### src/rtl/smc777_pkg.sv
// rtl/smc777_pkg.sv - shared types and constants for the smc777 ioctl upload path
package smc777_pkg;

    localparam int         IOCTL_ADDR_W     = 25;
    localparam logic [7:0] UPLOAD_INDEX_DEF = 8'h02;
    localparam logic [7:0] DIN_UNSERVED     = 8'hFF;

    typedef enum logic [1:0] {
        ST_IDLE,
        ST_DEMAND,
        ST_PREFETCH,
        ST_FLUSH
    } upload_state_t;

endpackage

### src/rtl/smc777_upload_ctrl_if.sv
// rtl/smc777_upload_ctrl_if.sv - ioctl upload bus and core memory read port
interface smc777_upload_ctrl_if #(
    parameter int MEM_AW = 16
);
    import smc777_pkg::*;

    logic                    ioctl_upload;
    logic [7:0]              ioctl_index;
    logic                    ioctl_rd;
    logic [IOCTL_ADDR_W-1:0] ioctl_addr;
    logic [7:0]              ioctl_din;
    logic                    ioctl_wait;
    logic                    mem_req;
    logic [MEM_AW-1:0]       mem_addr;
    logic                    mem_ack;
    logic [7:0]              mem_rdata;
    logic                    cpu_hold;

    modport slave (
        input  ioctl_upload, ioctl_index, ioctl_rd, ioctl_addr, mem_ack, mem_rdata,
        output ioctl_din, ioctl_wait, mem_req, mem_addr, cpu_hold
    );

    modport master (
        output ioctl_upload, ioctl_index, ioctl_rd, ioctl_addr, mem_ack, mem_rdata,
        input  ioctl_din, ioctl_wait, mem_req, mem_addr, cpu_hold
    );

endinterface

### src/rtl/smc777_upload_ctrl.sv
// rtl/smc777_upload_ctrl.sv - ioctl upload responder with one-byte sequential prefetch
module smc777_upload_ctrl
    import smc777_pkg::*;
#(
    parameter logic [7:0] UPLOAD_INDEX = UPLOAD_INDEX_DEF,
    parameter int         MEM_AW       = 16,
    parameter int         MEM_SIZE     = 65536
) (
    input  logic                clk,
    input  logic                reset,
    smc777_upload_ctrl_if.slave bus
);

    localparam logic [IOCTL_ADDR_W:0] MEM_LIMIT = (IOCTL_ADDR_W + 1)'(MEM_SIZE);

    upload_state_t     state, state_n;
    logic [7:0]        din_q, din_n;
    logic              wait_q, wait_n;
    logic              req_q, req_n;
    logic [MEM_AW-1:0] addr_q, addr_n;
    logic              hold_q, hold_n;
    logic              pf_valid, pf_valid_n;
    logic [MEM_AW-1:0] pf_addr, pf_addr_n;
    logic [7:0]        pf_data, pf_data_n;
    logic [MEM_AW-1:0] pend_addr, pend_n;

    logic              active, served;
    logic [MEM_AW-1:0] host_addr;
    logic              do_launch;
    logic [MEM_AW-1:0] launch_base;

    // Prefetch only when addr+1 neither wraps the memory address nor leaves the backed range.
    function automatic logic pf_ok(input logic [MEM_AW-1:0] a);
        logic [MEM_AW:0] nxt;
        nxt = {1'b0, a} + (MEM_AW + 1)'(1);
        return !nxt[MEM_AW] && ({{(IOCTL_ADDR_W - MEM_AW){1'b0}}, nxt} < MEM_LIMIT);
    endfunction

    assign active    = bus.ioctl_upload && (bus.ioctl_index == UPLOAD_INDEX);
    assign served    = bus.ioctl_rd && active && ({1'b0, bus.ioctl_addr} < MEM_LIMIT);
    assign host_addr = bus.ioctl_addr[MEM_AW-1:0];

    always_comb begin
        state_n     = state;
        din_n       = din_q;
        wait_n      = wait_q;
        req_n       = req_q;
        addr_n      = addr_q;
        pf_valid_n  = pf_valid && active;
        pf_addr_n   = pf_addr;
        pf_data_n   = pf_data;
        pend_n      = pend_addr;
        do_launch   = 1'b0;
        launch_base = addr_q;

        if (bus.ioctl_rd && !served) begin
            din_n = DIN_UNSERVED;
        end

        if (!bus.ioctl_upload) begin
            // Session closed: release the host, drain any outstanding request.
            wait_n = 1'b0;
            if (state != ST_IDLE && bus.mem_ack) begin
                state_n = ST_IDLE;
                req_n   = 1'b0;
            end
        end else begin
            case (state)
                ST_DEMAND: begin
                    if (bus.mem_ack) begin
                        din_n     = bus.mem_rdata;
                        wait_n    = 1'b0;
                        do_launch = 1'b1;
                    end
                end
                ST_FLUSH: begin
                    if (bus.mem_ack) begin
                        addr_n  = pend_addr;
                        state_n = ST_DEMAND;
                    end
                end
                ST_PREFETCH: begin
                    if (bus.mem_ack) begin
                        pf_data_n  = bus.mem_rdata;
                        pf_valid_n = active;
                        req_n      = 1'b0;
                        state_n    = ST_IDLE;
                    end else if (served) begin
                        wait_n  = 1'b1;
                        pend_n  = host_addr;
                        state_n = (host_addr == pf_addr) ? ST_DEMAND : ST_FLUSH;
                    end
                end
                default: ;
            endcase

            // A prefetch completing in the same cycle as a rd lets the rd see the fresh buffer.
            if (served && (state == ST_IDLE || (state == ST_PREFETCH && bus.mem_ack))) begin
                if (pf_valid_n && host_addr == pf_addr) begin
                    din_n       = pf_data_n;
                    do_launch   = 1'b1;
                    launch_base = host_addr;
                end else begin
                    wait_n  = 1'b1;
                    req_n   = 1'b1;
                    addr_n  = host_addr;
                    state_n = ST_DEMAND;
                end
            end

            if (do_launch) begin
                if (active && pf_ok(launch_base)) begin
                    req_n      = 1'b1;
                    addr_n     = launch_base + MEM_AW'(1);
                    pf_addr_n  = launch_base + MEM_AW'(1);
                    pf_valid_n = 1'b0;
                    state_n    = ST_PREFETCH;
                end else begin
                    req_n   = 1'b0;
                    state_n = ST_IDLE;
                end
            end
        end

        hold_n = bus.ioctl_upload || (state_n != ST_IDLE);
    end

    always_ff @(posedge clk or posedge reset) begin
        if (reset) begin
            state     <= ST_IDLE;
            din_q     <= 8'h00;
            wait_q    <= 1'b0;
            req_q     <= 1'b0;
            addr_q    <= '0;
            hold_q    <= 1'b0;
            pf_valid  <= 1'b0;
            pf_addr   <= '0;
            pf_data   <= 8'h00;
            pend_addr <= '0;
        end else begin
            state     <= state_n;
            din_q     <= din_n;
            wait_q    <= wait_n;
            req_q     <= req_n;
            addr_q    <= addr_n;
            hold_q    <= hold_n;
            pf_valid  <= pf_valid_n;
            pf_addr   <= pf_addr_n;
            pf_data   <= pf_data_n;
            pend_addr <= pend_n;
        end
    end

    assign bus.ioctl_din  = din_q;
    assign bus.ioctl_wait = wait_q;
    assign bus.mem_req    = req_q;
    assign bus.mem_addr   = addr_q;
    assign bus.cpu_hold   = hold_q;

endmodule
### src/flat_wrapper.sv
// flat-port wrapper written by rule: the top's interface ports become plain ports
module smc777_upload_ctrl_flat import smc777_pkg::*;
#(
    parameter logic [7:0] UPLOAD_INDEX = UPLOAD_INDEX_DEF,
    parameter int         MEM_AW       = 16,
    parameter int         MEM_SIZE     = 65536
)
  (clk, reset, bus_ioctl_upload, bus_ioctl_index, bus_ioctl_rd, bus_ioctl_addr, bus_mem_ack, bus_mem_rdata, bus_ioctl_din, bus_ioctl_wait, bus_mem_req, bus_mem_addr, bus_cpu_hold);
  smc777_upload_ctrl_if #(.MEM_AW(MEM_AW)) bus_i ();
  input  logic clk;
  input  logic reset;
  input wire logic [$bits(bus_i.ioctl_upload)-1:0] bus_ioctl_upload;
  input wire logic [$bits(bus_i.ioctl_index)-1:0] bus_ioctl_index;
  input wire logic [$bits(bus_i.ioctl_rd)-1:0] bus_ioctl_rd;
  input wire logic [$bits(bus_i.ioctl_addr)-1:0] bus_ioctl_addr;
  input wire logic [$bits(bus_i.mem_ack)-1:0] bus_mem_ack;
  input wire logic [$bits(bus_i.mem_rdata)-1:0] bus_mem_rdata;
  output wire logic [$bits(bus_i.ioctl_din)-1:0] bus_ioctl_din;
  output wire logic [$bits(bus_i.ioctl_wait)-1:0] bus_ioctl_wait;
  output wire logic [$bits(bus_i.mem_req)-1:0] bus_mem_req;
  output wire logic [$bits(bus_i.mem_addr)-1:0] bus_mem_addr;
  output wire logic [$bits(bus_i.cpu_hold)-1:0] bus_cpu_hold;
  assign bus_i.ioctl_upload = bus_ioctl_upload;
  assign bus_i.ioctl_index = bus_ioctl_index;
  assign bus_i.ioctl_rd = bus_ioctl_rd;
  assign bus_i.ioctl_addr = bus_ioctl_addr;
  assign bus_i.mem_ack = bus_mem_ack;
  assign bus_i.mem_rdata = bus_mem_rdata;
  assign bus_ioctl_din = bus_i.ioctl_din;
  assign bus_ioctl_wait = bus_i.ioctl_wait;
  assign bus_mem_req = bus_i.mem_req;
  assign bus_mem_addr = bus_i.mem_addr;
  assign bus_cpu_hold = bus_i.cpu_hold;
  smc777_upload_ctrl #(.UPLOAD_INDEX(UPLOAD_INDEX), .MEM_AW(MEM_AW), .MEM_SIZE(MEM_SIZE)) u_core (.clk(clk), .reset(reset), .bus(bus_i));
endmodule
### config.mk
export PLATFORM = sky130hd
export DESIGN_NAME = smc777_upload_ctrl_flat
export DESIGN_NICKNAME = d
export VERILOG_FILES = /design/src/rtl/smc777_pkg.sv /design/src/rtl/smc777_upload_ctrl_if.sv /design/src/rtl/smc777_upload_ctrl.sv /design/src/flat_wrapper.sv
export SDC_FILE = /design/constraint.sdc
export NUM_CORES = 1
export LEC_CHECK = 0
export BUFFER_PORTS_ARGS = -buffer_cell sky130_fd_sc_hd__buf_4
export CAP_MARGIN = 20
export CORE_MARGIN = 5
export CORE_UTILIZATION = 57
export DETAILED_ROUTE_END_ITERATION = 7
export PLACE_DENSITY = 0.82
export SLEW_MARGIN = 20
export SYNTH_ARGS = -nofsm -noshare
export SYNTH_HDL_FRONTEND = slang
export SYNTH_SLANG_ARGS = --single-unit
export TNS_END_PERCENT = 100
### constraint.sdc
create_clock -name clk -period 5.3 [get_ports clk]
set_input_delay 0.53 -clock clk [delete_from_list [all_inputs] [get_ports clk]]
set_output_delay 0.53 -clock clk [all_outputs]
set_load 0.05 [all_outputs]
==> metrics.txt, run 1 <==
Total Negative Setup Slacks 0 ns; net switching share of the total power 0.3378; top cell type by total area after synthesis dfrtp_1; worst vdd ir 0.1736 mV; static leakage 2.495 nW; sequential-to-total area share from yosys stat 0.4016; cell-internal power 0.9639 mW; Total Power 1.456 mW; Worst setup EP type flip-flop; fraction of layout cells with a size suffix above 1 0.2491; ranking of synthesized cells by instance count dfrtp_1 (70), nand2_1 (64), nand3_1 (44); number of buffers inserted by port buffering 72; clock-pin slew on the worst setup and hold paths 0.08 ns; Critical Path RT 5.58 ns; average size of a mapped cell 9.221 um2; Fin Hold WS 0.4171 ns; top cell type's share of synthesized area 0.4016; via count 3905; Pins Over Slew Limit 0; sort of element at the start of the critical path flip-flop; leading register cell type out of synthesis dfrtp_1; type of the most critical hold path primary input to flip-flop; Worst Tran Pin Value 0.9063 ns; synth top area cells dfrtp_1 (40%), mux2_2 (6.7%), xor2_1 (6.0%); clock tree from TritonCTS yes; final period demand of the worst path 4.533 ns; Setup-failing EPs final 0; Post-DRT Antenna Nets 0; Detailed Route WL 11790 um; largest net degree at the start of global routing 71; kind of critical path flip-flop to flip-flop; RSZ-0062 raised after global routing no; number of sinks on the clock net 70; number of maximum-capacitance constraint violations 0; total net switching power 0.4917 mW; post-synthesis net count 524; clock buffer count from CTS 9; warnings from Yosys 0; number of placed I/O pins 73; H-tree lvl count 3; Clock Root Buffer clkbuf_8; Vert. Die Dim 97.48 um; critical path arrival 4.82 ns; portion of total power attributed to combinational logic 0.253; area added between synthesis and finish 19.08%; fin cells 637; most frequently used cell type in the post-synthesis netlist dfrtp_1; final number of hold-violating endpoints 0; relative max-transition margin 0.3958; die outline width 97.48 um; number of rows created at floorplan 31; post-CTS setup-driven buffer insertion count 0; worst skew pair latency 0.36 ns; EDFF count, synth 0; final non-filler cell area 5194 um2; Resized cells post-CTS 0; floorplan die area 9501 um2; crit path max fanout 22; async set-or-reset flop fraction in the synthesized netlist 1.000; starting density of the core 0.5919; Clock Skews 0.01670 ns; post-DR vias/cell 6.130; synthesized netlist cell count 473; drt wl/cell 18.51 um; gpl congestion 0.9173; fmax 220.6 MHz; antenna fix cells 0; HPWL reported at the end of detailed placement 7877 um; quantity of hold-fixing buffers added after cts 0; count of routing violations after the opening detailed-route iteration 219; GRT Util Overall 0.2527; portion of total power attributed to sequential cells 0.416; synth unique cells 47; nets 584; total overflow reported by the global router 0; power share of the clock group 0.331; number of antenna violations at the first check in global routing 0; buffers from clock root to sink, at most 2; netlist area before placement 4362 um2; detailed-router iteration count before antenna repair 4; Seq cells post-synth 70; wire length of the first global-routing pass 19520 um; count of unresolved DRC violations after routing 0; result of the run complete, no violations; CORE AREA 7370 um2; # placed instances 620; Post-DP Area 4965 um2; final critical-path share of the clock period 0.8554; total power density per cell area 280.3 nW/um2; number of global-route vias before repair 3898
cells in the final DEF (no fill, tap or decap), types with 9 or more instances in the layout:
cell,count
o211ai_1,17
a211o_1,12
a31oi_1,17
clkbuf_8,9
mux2_2,26
xnor2_1,13
nor2_1,38
dfrtp_1,70
nand3_1,44
and3_1,9
buf_4,80
nand2_1,64
xor2_1,30
mux2i_1,9
stage by stage:
step           setup slack (ns)    util
2_1_floorplan             1.204       -
5_1_grt                  0.4535  0.7048
4_1_cts                  0.8026  0.7027
3_3_place_gp             0.7745  0.6737
3_5_place_dp             0.5839  0.6737
6_report                 0.7666  0.7048
power by group through the flow:
stage                     combinational, mW  sequential [mW]  clock (mW)
after floorplan                       0.168            0.689           0
after global placement                0.356            0.613           0
after detailed placement              0.365            0.615           0
after CTS                             0.368            0.605       0.483
after global routing                  0.398            0.609       0.512
final                                 0.368            0.606       0.482
state kept, by name, summed over array words and instances, names as in the netlist:
signal and flops:
u_core.bus.mem_req 1, u_core.pf_data 8, u_core.pend_addr 16, u_core.bus.cpu_hold 1, u_core.bus.ioctl_wait 1, u_core.state 2
u_core.bus.ioctl_din 8, u_core.pf_addr 16, u_core.bus.mem_addr 16, u_core.pf_valid 1
path summary, 6_finish.rpt:
kind | start | endpoint | slack, ns | cells after the start
worst max-delay path | u_core.state[0] | u_core.bus.mem_addr[0] | 0.77 | 17
worst min-delay path | bus_mem_rdata[5] | u_core.pf_data[5] | 0.42 | 2
worst max register to register | u_core.state[0] | u_core.bus.mem_addr[0] | 0.77 | 17
worst min register to register | u_core.pf_addr[0] | u_core.pf_addr[0] | 0.49 | 2
max in group asynchronous | reset | u_core.bus.mem_addr[13] | 4.26 | 3
min in group asynchronous | reset | u_core.pf_data[6] | 0.45 | 3
per-layer routing:
| layer | GRT usage | vias to the layer above | routed length [um] |
|---|---|---|---|
| met3 | 0.05743 | 21 | 849 |
| met1 | 0.3370 | 1882 | 4937 |
| li1 | - | 1819 | - |
| met5 | 0 | - | 0 |
| met2 | 0.4064 | 183 | 5794 |
| met4 | 0.08520 | 0 | 212 |
cells by family (layout without fill, tap and decap cells):
kind of cell / after synthesis / in the layout / synth area share
fa+ha+maj: 5 / 5 / 0.01434
buf+inv: 41 / 106 / 0.04418
mux: 36 / 36 / 0.09036
xor+xnor: 43 / 43 / 0.08635
simple gates: 197 / 197 / 0.2258
compound gates: 81 / 81 / 0.1374
flops: 70 / 70 / 0.4016
worst max-delay path, cell delays in order (launching register included):
cell	delay, ns
dfrtp_1	0.43
inv_1	0.13
ha_1	0.29
and2_1	0.16
buf_4	0.20
nor2_1	0.09
or3_1	0.42
nor4_4	0.48
mux2_2	0.42
ha_1	0.25
and4_1	0.29
nand4_1	0.15
o21bai_1	0.08
a21oi_1	0.22
o21bai_2	0.14
buf_4	0.23
or2_2	0.32
a31oi_1	0.15
layout make-up:
type | count | area (um2)
Clock buffer | 10 | 127.6
Clock inverter | 6 | 86.33
Fill cell | 578 | 2176
Inverter | 8 | 30.03
Multi-Input combinational cell | 362 | 2439
Sequential cell | 70 | 1752
Tap cell | 99 | 123.9
Timing Repair Buffer | 82 | 635.6
No activity file was read; power rests on OpenSTA's default activity.
==> inputs of run 2 (changes only) <==
--- a/config.mk
+++ b/config.mk
@@ -7,6 +7,7 @@
 export LEC_CHECK = 0
 export BUFFER_PORTS_ARGS = -buffer_cell sky130_fd_sc_hd__buf_4
 export CAP_MARGIN = 20
+export CORE_ASPECT_RATIO = 1.2
 export CORE_MARGIN = 5
 export CORE_UTILIZATION = 57
 export DETAILED_ROUTE_END_ITERATION = 7
==> run 2 against run 1 <==
Compared with the run above: cell count is 1.3% lower; first-iteration DRC count down 0.91%; sequential power barely moved; global-route usage shrank 2.1 points; clock power is essentially flat; critical endpoint unchanged; die area about the same; routed wire length is 8.4% lower; largest cell class unchanged.
==> metrics.txt, run 2 (same netlist as run 1, synthesis figures left out) <==
antenna fix cells 0 (unchanged); number of maximum-capacitance constraint violations 0 (unchanged); clock buffer count from CTS 9 (unchanged); reg-to-reg setup timing slack 0.80 ns (+0.03 ns); number of buffers inserted by port buffering 72 (unchanged); count of routing violations after the opening detailed-route iteration 217 (-0.91%); wire length of the first global-routing pass 18280 um (-6.4%); final period demand of the worst path 4.501 ns (-0.03225 ns); Setup-failing EPs final 0 (unchanged); Critical Path RT 5.56 ns (-0.02 ns); Resized cells post-CTS 0 (unchanged); largest net degree at the start of global routing 71 (unchanged); # placed instances 613 (-1.1%); H-tree lvl count 3 (unchanged); result of the run complete, no violations; RSZ-0062 raised after global routing no; clock-pin slew on the worst setup and hold paths 0.08 ns (about the same); critical path arrival 4.76 ns (-0.06 ns); number of sinks on the clock net 70 (unchanged); relative max-transition margin 0.4059 (+0.01010); fmax 222.2 MHz (+0.72%); Worst Reg2Reg Path Length in Cells 17 (unchanged); kind of critical path flip-flop to flip-flop; total overflow reported by the global router 0 (unchanged); final number of hold-violating endpoints 0 (unchanged); most common cell after layout, fill and taps aside buf_4; final critical-path share of the clock period 0.8493 (-0.006085); worst vdd ir 0.2175 mV (+25%); area added between synthesis and finish 18.42%; type of the most critical hold path primary input to asynchronous set/reset pin; # fillers 601 (+4.0%); nets 583 (-0.17%); fraction of layout cells with a size suffix above 1 0.2495 (+0.0004638); HPWL reported at the end of detailed placement 7687 um (-2.4%); buffers from clock root to sink, at most 2 (unchanged); GRT Util Overall 0.2314 (-0.02135); Worst setup EP type flip-flop; die outline width 89.86 um (-7.8%); drt wl/cell 17.18 um (-7.2%); Clock Root Buffer clkbuf_8; quantity of hold-fixing buffers added after cts 0 (unchanged); Reg-to-Reg Start u_core.state[0]; number of rows created at floorplan 35 (+13%); Clock Skews 0.009358 ns (-0.007345 ns); detailed-router iteration count before antenna repair 7 (+3); number of placed I/O pins 73 (unchanged); post-CTS setup-driven buffer insertion count 0 (unchanged); worst skew pair latency 0.35 ns (about the same); crit path max fanout 29 (+32%); Vert. Die Dim 105.8 um (+8.6%); fin cells 629 (-1.3%); launching instance or port of the critical path u_core.state[0]; sort of element at the start of the critical path flip-flop; starting density of the core 0.5757 (-0.01613); via count 3827 (-2.0%); clock tree from TritonCTS yes; floorplan die area 9509 um2 (about the same); number of global-route vias before repair 3787 (-2.8%); Total Negative Setup Slacks 0 ns (unchanged); static leakage 2.481 nW (-0.58%); Worst Tran Pin Value 0.8911 ns (-0.01515 ns); count of unresolved DRC violations after routing 0 (unchanged); total power density per cell area 280.6 nW/um2 (+0.13%); number of antenna violations at the first check in global routing 0 (unchanged); commonest cells after routing, fill and taps aside buf_4 (81), dfrtp_1 (70), nand2_1 (64), nand3_1 (44), nor2_1 (38); Detailed Route WL 10810 um (-8.4%); post-DR vias/cell 6.084 (-0.75%); Pins Over Slew Limit 0 (unchanged); Post-DRT Antenna Nets 0 (unchanged); gpl congestion 0.9411 (+2.6%); CORE AREA 7576 um2 (+2.8%); endpoint of the worst register-to-register path u_core.bus.mem_addr[0]
[run 2: worst max-delay path by stage]
stage | end | slack [ns] | depth (start not counted)
after floorplan | u_core.bus.mem_addr[11] | 1.20 | 17
after global placement | u_core.bus.mem_addr[0] | 1.01 | 16
after detailed placement | u_core.bus.mem_addr[0] | 0.85 | 16
after CTS | u_core.bus.mem_addr[0] | 0.82 | 17
after global routing | u_core.bus.mem_addr[6] | 0.49 | 17
final | u_core.bus.mem_addr[0] | 0.80 | 17
[run 2: worst max-delay path: stages (launching register included)]
cell      delay, ns
dfrtp_1        0.44
inv_1          0.12
ha_1           0.28
and2_1         0.43
nor2_1         0.12
or3_1          0.43
nor4_4         0.17
buf_4          0.23
mux2_2         0.35
ha_1           0.25
and4_1         0.30
nand4_1        0.17
o21bai_1       0.08
a21oi_1        0.19
o21bai_2       0.11
buf_4          0.23
or2_2          0.33
a31oi_1        0.18
[run 2: layer usage]
| layer | vias to the layer above | routed length [um] | track usage |
|---|---|---|---|
| li1 | 1822 | - | - |
| met1 | 1796 | 4507 | 0.2870 |
| met2 | 184 | 5269 | 0.3808 |
| met3 | 25 | 764 | 0.05924 |
| met4 | 0 | 263 | 0.09894 |
| met5 | - | 0 | 0 |
[run 2: final cells by class]
cell class              count  area [um2]  area share
clock buffers               9       123.9     0.02398
multi-input cells         362        2439      0.4721
flip-flops and latches     70        1752      0.3391
repair buffers             81       608.1      0.1177
inverters                   8       30.03    0.005814
well taps                  92       115.1     0.02229
clock inverters             7       97.59     0.01890
[run 2: metrics by stage]
step                setup WS (ns)  area, um2    util  hold WS [ns]  power [mW]
finish                     0.7988       5165  0.6818        0.4202       1.449
global route               0.4893       5165  0.6818        0.3995       1.522
CTS                        0.8181       5165  0.6818        0.4084       1.458
global placement            1.006       4943  0.6525        0.4718      0.9679
floorplan                   1.204       4362       -        0.4586      0.8577
detailed placement         0.8491       4943  0.6525        0.4783      0.9759
[run 2: report_power, final]
| group | total, mW | internal (mW) | switching (mW) |
|---|---|---|---|
| sequential | 0.605 | 0.561 | 0.0447 |
| clock | 0.482 | 0.266 | 0.216 |
| combinational | 0.362 | 0.138 | 0.224 |
==> inputs of run 3 (changes only) <==
--- a/config.mk
+++ b/config.mk
@@ -9,9 +9,9 @@
 export CAP_MARGIN = 20
 export CORE_ASPECT_RATIO = 1.2
 export CORE_MARGIN = 5
-export CORE_UTILIZATION = 57
+export CORE_UTILIZATION = 51
 export DETAILED_ROUTE_END_ITERATION = 7
-export PLACE_DENSITY = 0.82
+export PLACE_DENSITY = 0.77
 export SLEW_MARGIN = 20
 export SYNTH_ARGS = -nofsm -noshare
 export SYNTH_HDL_FRONTEND = slang
==> constraint.sdc (replaced) <==
create_clock -name clk -period 3.8 [get_ports clk]
set_input_delay 0.38 -clock clk [delete_from_list [all_inputs] [get_ports clk]]
set_output_delay 0.38 -clock clk [all_outputs]
set_load 0.05 [all_outputs]
==> run 3 against run 2 <==
Compared with the run above: non-clock buffer count is 26 higher; sequential power is 39% higher; first-iteration DRC count is 28% higher; hold slack worse by 0.39 ns; power is 37% higher; die area is 11% higher; combinational power is 49% higher; routed wire length is 7.1% higher; global-route usage is 0.30 points lower; critical path type unchanged.
==> metrics.txt, run 3 (same netlist as run 1, synthesis figures left out) <==
largest net degree at the start of global routing 50 (-30%); kind of critical path flip-flop to flip-flop; launching instance or port of the critical path u_core.pf_addr[12]; starting density of the core 0.5148 (-0.06088); Setup-failing EPs final 0 (unchanged); drt wl/cell 17.01 um (-0.98%); final core utilization 0.6411 (-0.04063); Worst Tran Pin Value 0.6452 ns (-0.2459 ns); floorplan die area 10510 um2 (+11%); antenna fix cells 0 (unchanged); Pins Over Slew Limit 0 (unchanged); number of maximum-capacitance constraint violations 0 (unchanged); commonest cells after routing, fill and taps aside buf_4 (105), dfrtp_1 (69), nand2_1 (64), nand3_1 (44), nor2_1 (38); Fin Hold WS 0.03495 ns (-0.3853 ns); result of the run complete, no violations; wire length of the first global-routing pass 19110 um (+4.5%); detailed-router iteration count before antenna repair 4 (-3); count of unresolved DRC violations after routing 0 (unchanged); number of buffers inserted by port buffering 72 (unchanged); number of sinks on the clock net 70 (unchanged); via count 3951 (+3.2%); total overflow reported by the global router 0 (unchanged); HPWL reported at the end of detailed placement 8337 um (+8.4%); Final Worst Setup Slack 0.1795 ns (-0.6193 ns); Worst setup EP type flip-flop; fraction of layout cells with a size suffix above 1 0.2966 (+0.04709); type of the most critical hold path primary input to asynchronous set/reset pin; met1 layer wirelength in the final routing 4604 um (+2.2%); relative max-transition margin 0.5689 (+0.1629); worst skew pair latency 0.36 ns (about the same); static leakage 2.609 nW (+5.2%); buffers from clock root to sink, at most 2 (unchanged); Critical Path RT 4.08 ns (-1.48 ns); most common cell after layout, fill and taps aside buf_4; worst vdd ir 0.2332 mV (+7.2%); number of global-route vias before repair 4025 (+6.3%); uppermost layer routed met4; met3 WL 779 um (+2.0%); final number of hold-violating endpoints 0 (unchanged); # fillers 705 (+17%); post-DR vias/cell 5.810 (-4.5%); critical path arrival 3.90 ns (-0.86 ns); gpl congestion 0.9043 (-3.9%); final period demand of the worst path 3.620 ns (-0.8807 ns); fmax 276.2 MHz (+24%); final critical-path share of the clock period 0.9528 (+0.1035); Clock Root Buffer clkbuf_8; Placement Setup Slack 0.003087 ns (-0.8460 ns); GRT Util Overall 0.2283 (-0.003046); final non-filler cell area 5431 um2 (+5.2%); die outline width 94.42 um (+5.1%); Post-DP Area 5213 um2 (+5.4%); clock tree from TritonCTS yes; number of antenna violations at the first check in global routing 0 (unchanged); Clock Skews 0.007981 ns (-0.001378 ns); clock-pin slew on the worst setup and hold paths 0.08 ns (about the same); Post-DRT Antenna Nets 0 (unchanged); fin cells 680 (+8.1%); Reg-to-Reg Start u_core.pf_addr[12]; CORE AREA 8472 um2 (+12%); Total Negative Setup Slacks 0 ns (unchanged); total power density per cell area 366.4 nW/um2 (+31%); Detailed Route WL 11570 um (+7.1%); met2 wire length 5935 um (+13%); nets 609 (+4.5%); Total Power 1.990 mW (+37%); clock buffer count from CTS 9 (unchanged); # placed instances 663 (+8.2%); H-tree lvl count 3 (unchanged); number of rows created at floorplan 37 (+5.7%); count of routing violations after the opening detailed-route iteration 277 (+28%); number of placed I/O pins 73 (unchanged); crit path max fanout 11 (-62%); Vert. Die Dim 111.3 um (+5.2%); sort of element at the start of the critical path flip-flop; area added between synthesis and finish 24.53%
## run 3: cell count changes in the layout (fill, tap and decap cells not counted), sizes merged
cell	change
inv	-1
clkinvlp	+1
bufinv	-1
clkinv	+1
buf	+26
## run 3: layer usage
| layer | vias up | GRT usage |
|---|---|---|
| li1 | 1872 | - |
| met4 | 0 | 0.09441 |
| met3 | 26 | 0.04956 |
| met1 | 1892 | 0.2764 |
| met5 | - | 0 |
| met2 | 161 | 0.3887 |
## run 3: path summary, 6_finish.rpt
kind,cells past startpoint,slack [ns],end
hold / removal,2,0.03,u_core.bus.ioctl_din[4]
setup / recovery,15,0.18,u_core.bus.mem_addr[0]
max in group asynchronous,3,2.75,u_core.pf_addr[15]
min in group clk,2,0.26,u_core.pf_data[7]
hold reg to reg,2,0.49,u_core.pf_addr[1]
setup reg to reg,15,0.18,u_core.bus.mem_addr[0]
## run 3: report_power, final
group | total [mW] | internal, mW | switching, mW | leakage, nW
clock | 0.605 | 0.303 | 0.302 | 0.0914
sequential | 0.843 | 0.782 | 0.0612 | 0.870
combinational | 0.541 | 0.214 | 0.328 | 1.65
total | 1.99 | 1.30 | 0.691 | 2.61
## run 3: area by class of cell
class | instances | area, um2 | share of cell area
sequential | 70 | 1753 | 0.3227
clock inverter | 7 | 75.07 | 0.01382
tap | 117 | 146.4 | 0.02695
timing repair buffer | 107 | 819.5 | 0.1509
multi-input combinational | 362 | 2484 | 0.4573
clock buffer | 9 | 123.9 | 0.02281
inverter | 8 | 30.03 | 0.005529
## run 3: timing repair
action                                  in CTS  in global routing
buffers inserted                             0                  1
resized for setup                            0                  4
endpoints found under the setup margin       0                 20
hold buffers                                 0                  0
endpoints found under the hold margin        0                  0
## run 3: worst max-delay path, cell delays in order (launching register included)
cell	delay [ns]
dfrtp_1	0.40
xor2_1	0.17
nor4_1	0.28
buf_4	0.16
nand4_1	0.20
nor4_4	0.47
mux2_4	0.36
ha_4	0.18
and4_1	0.21
nand4_1	0.12
o21bai_1	0.09
a21oi_2	0.14
o21bai_2	0.09
buf_4	0.19
or2_2	0.32
a31oi_1	0.17
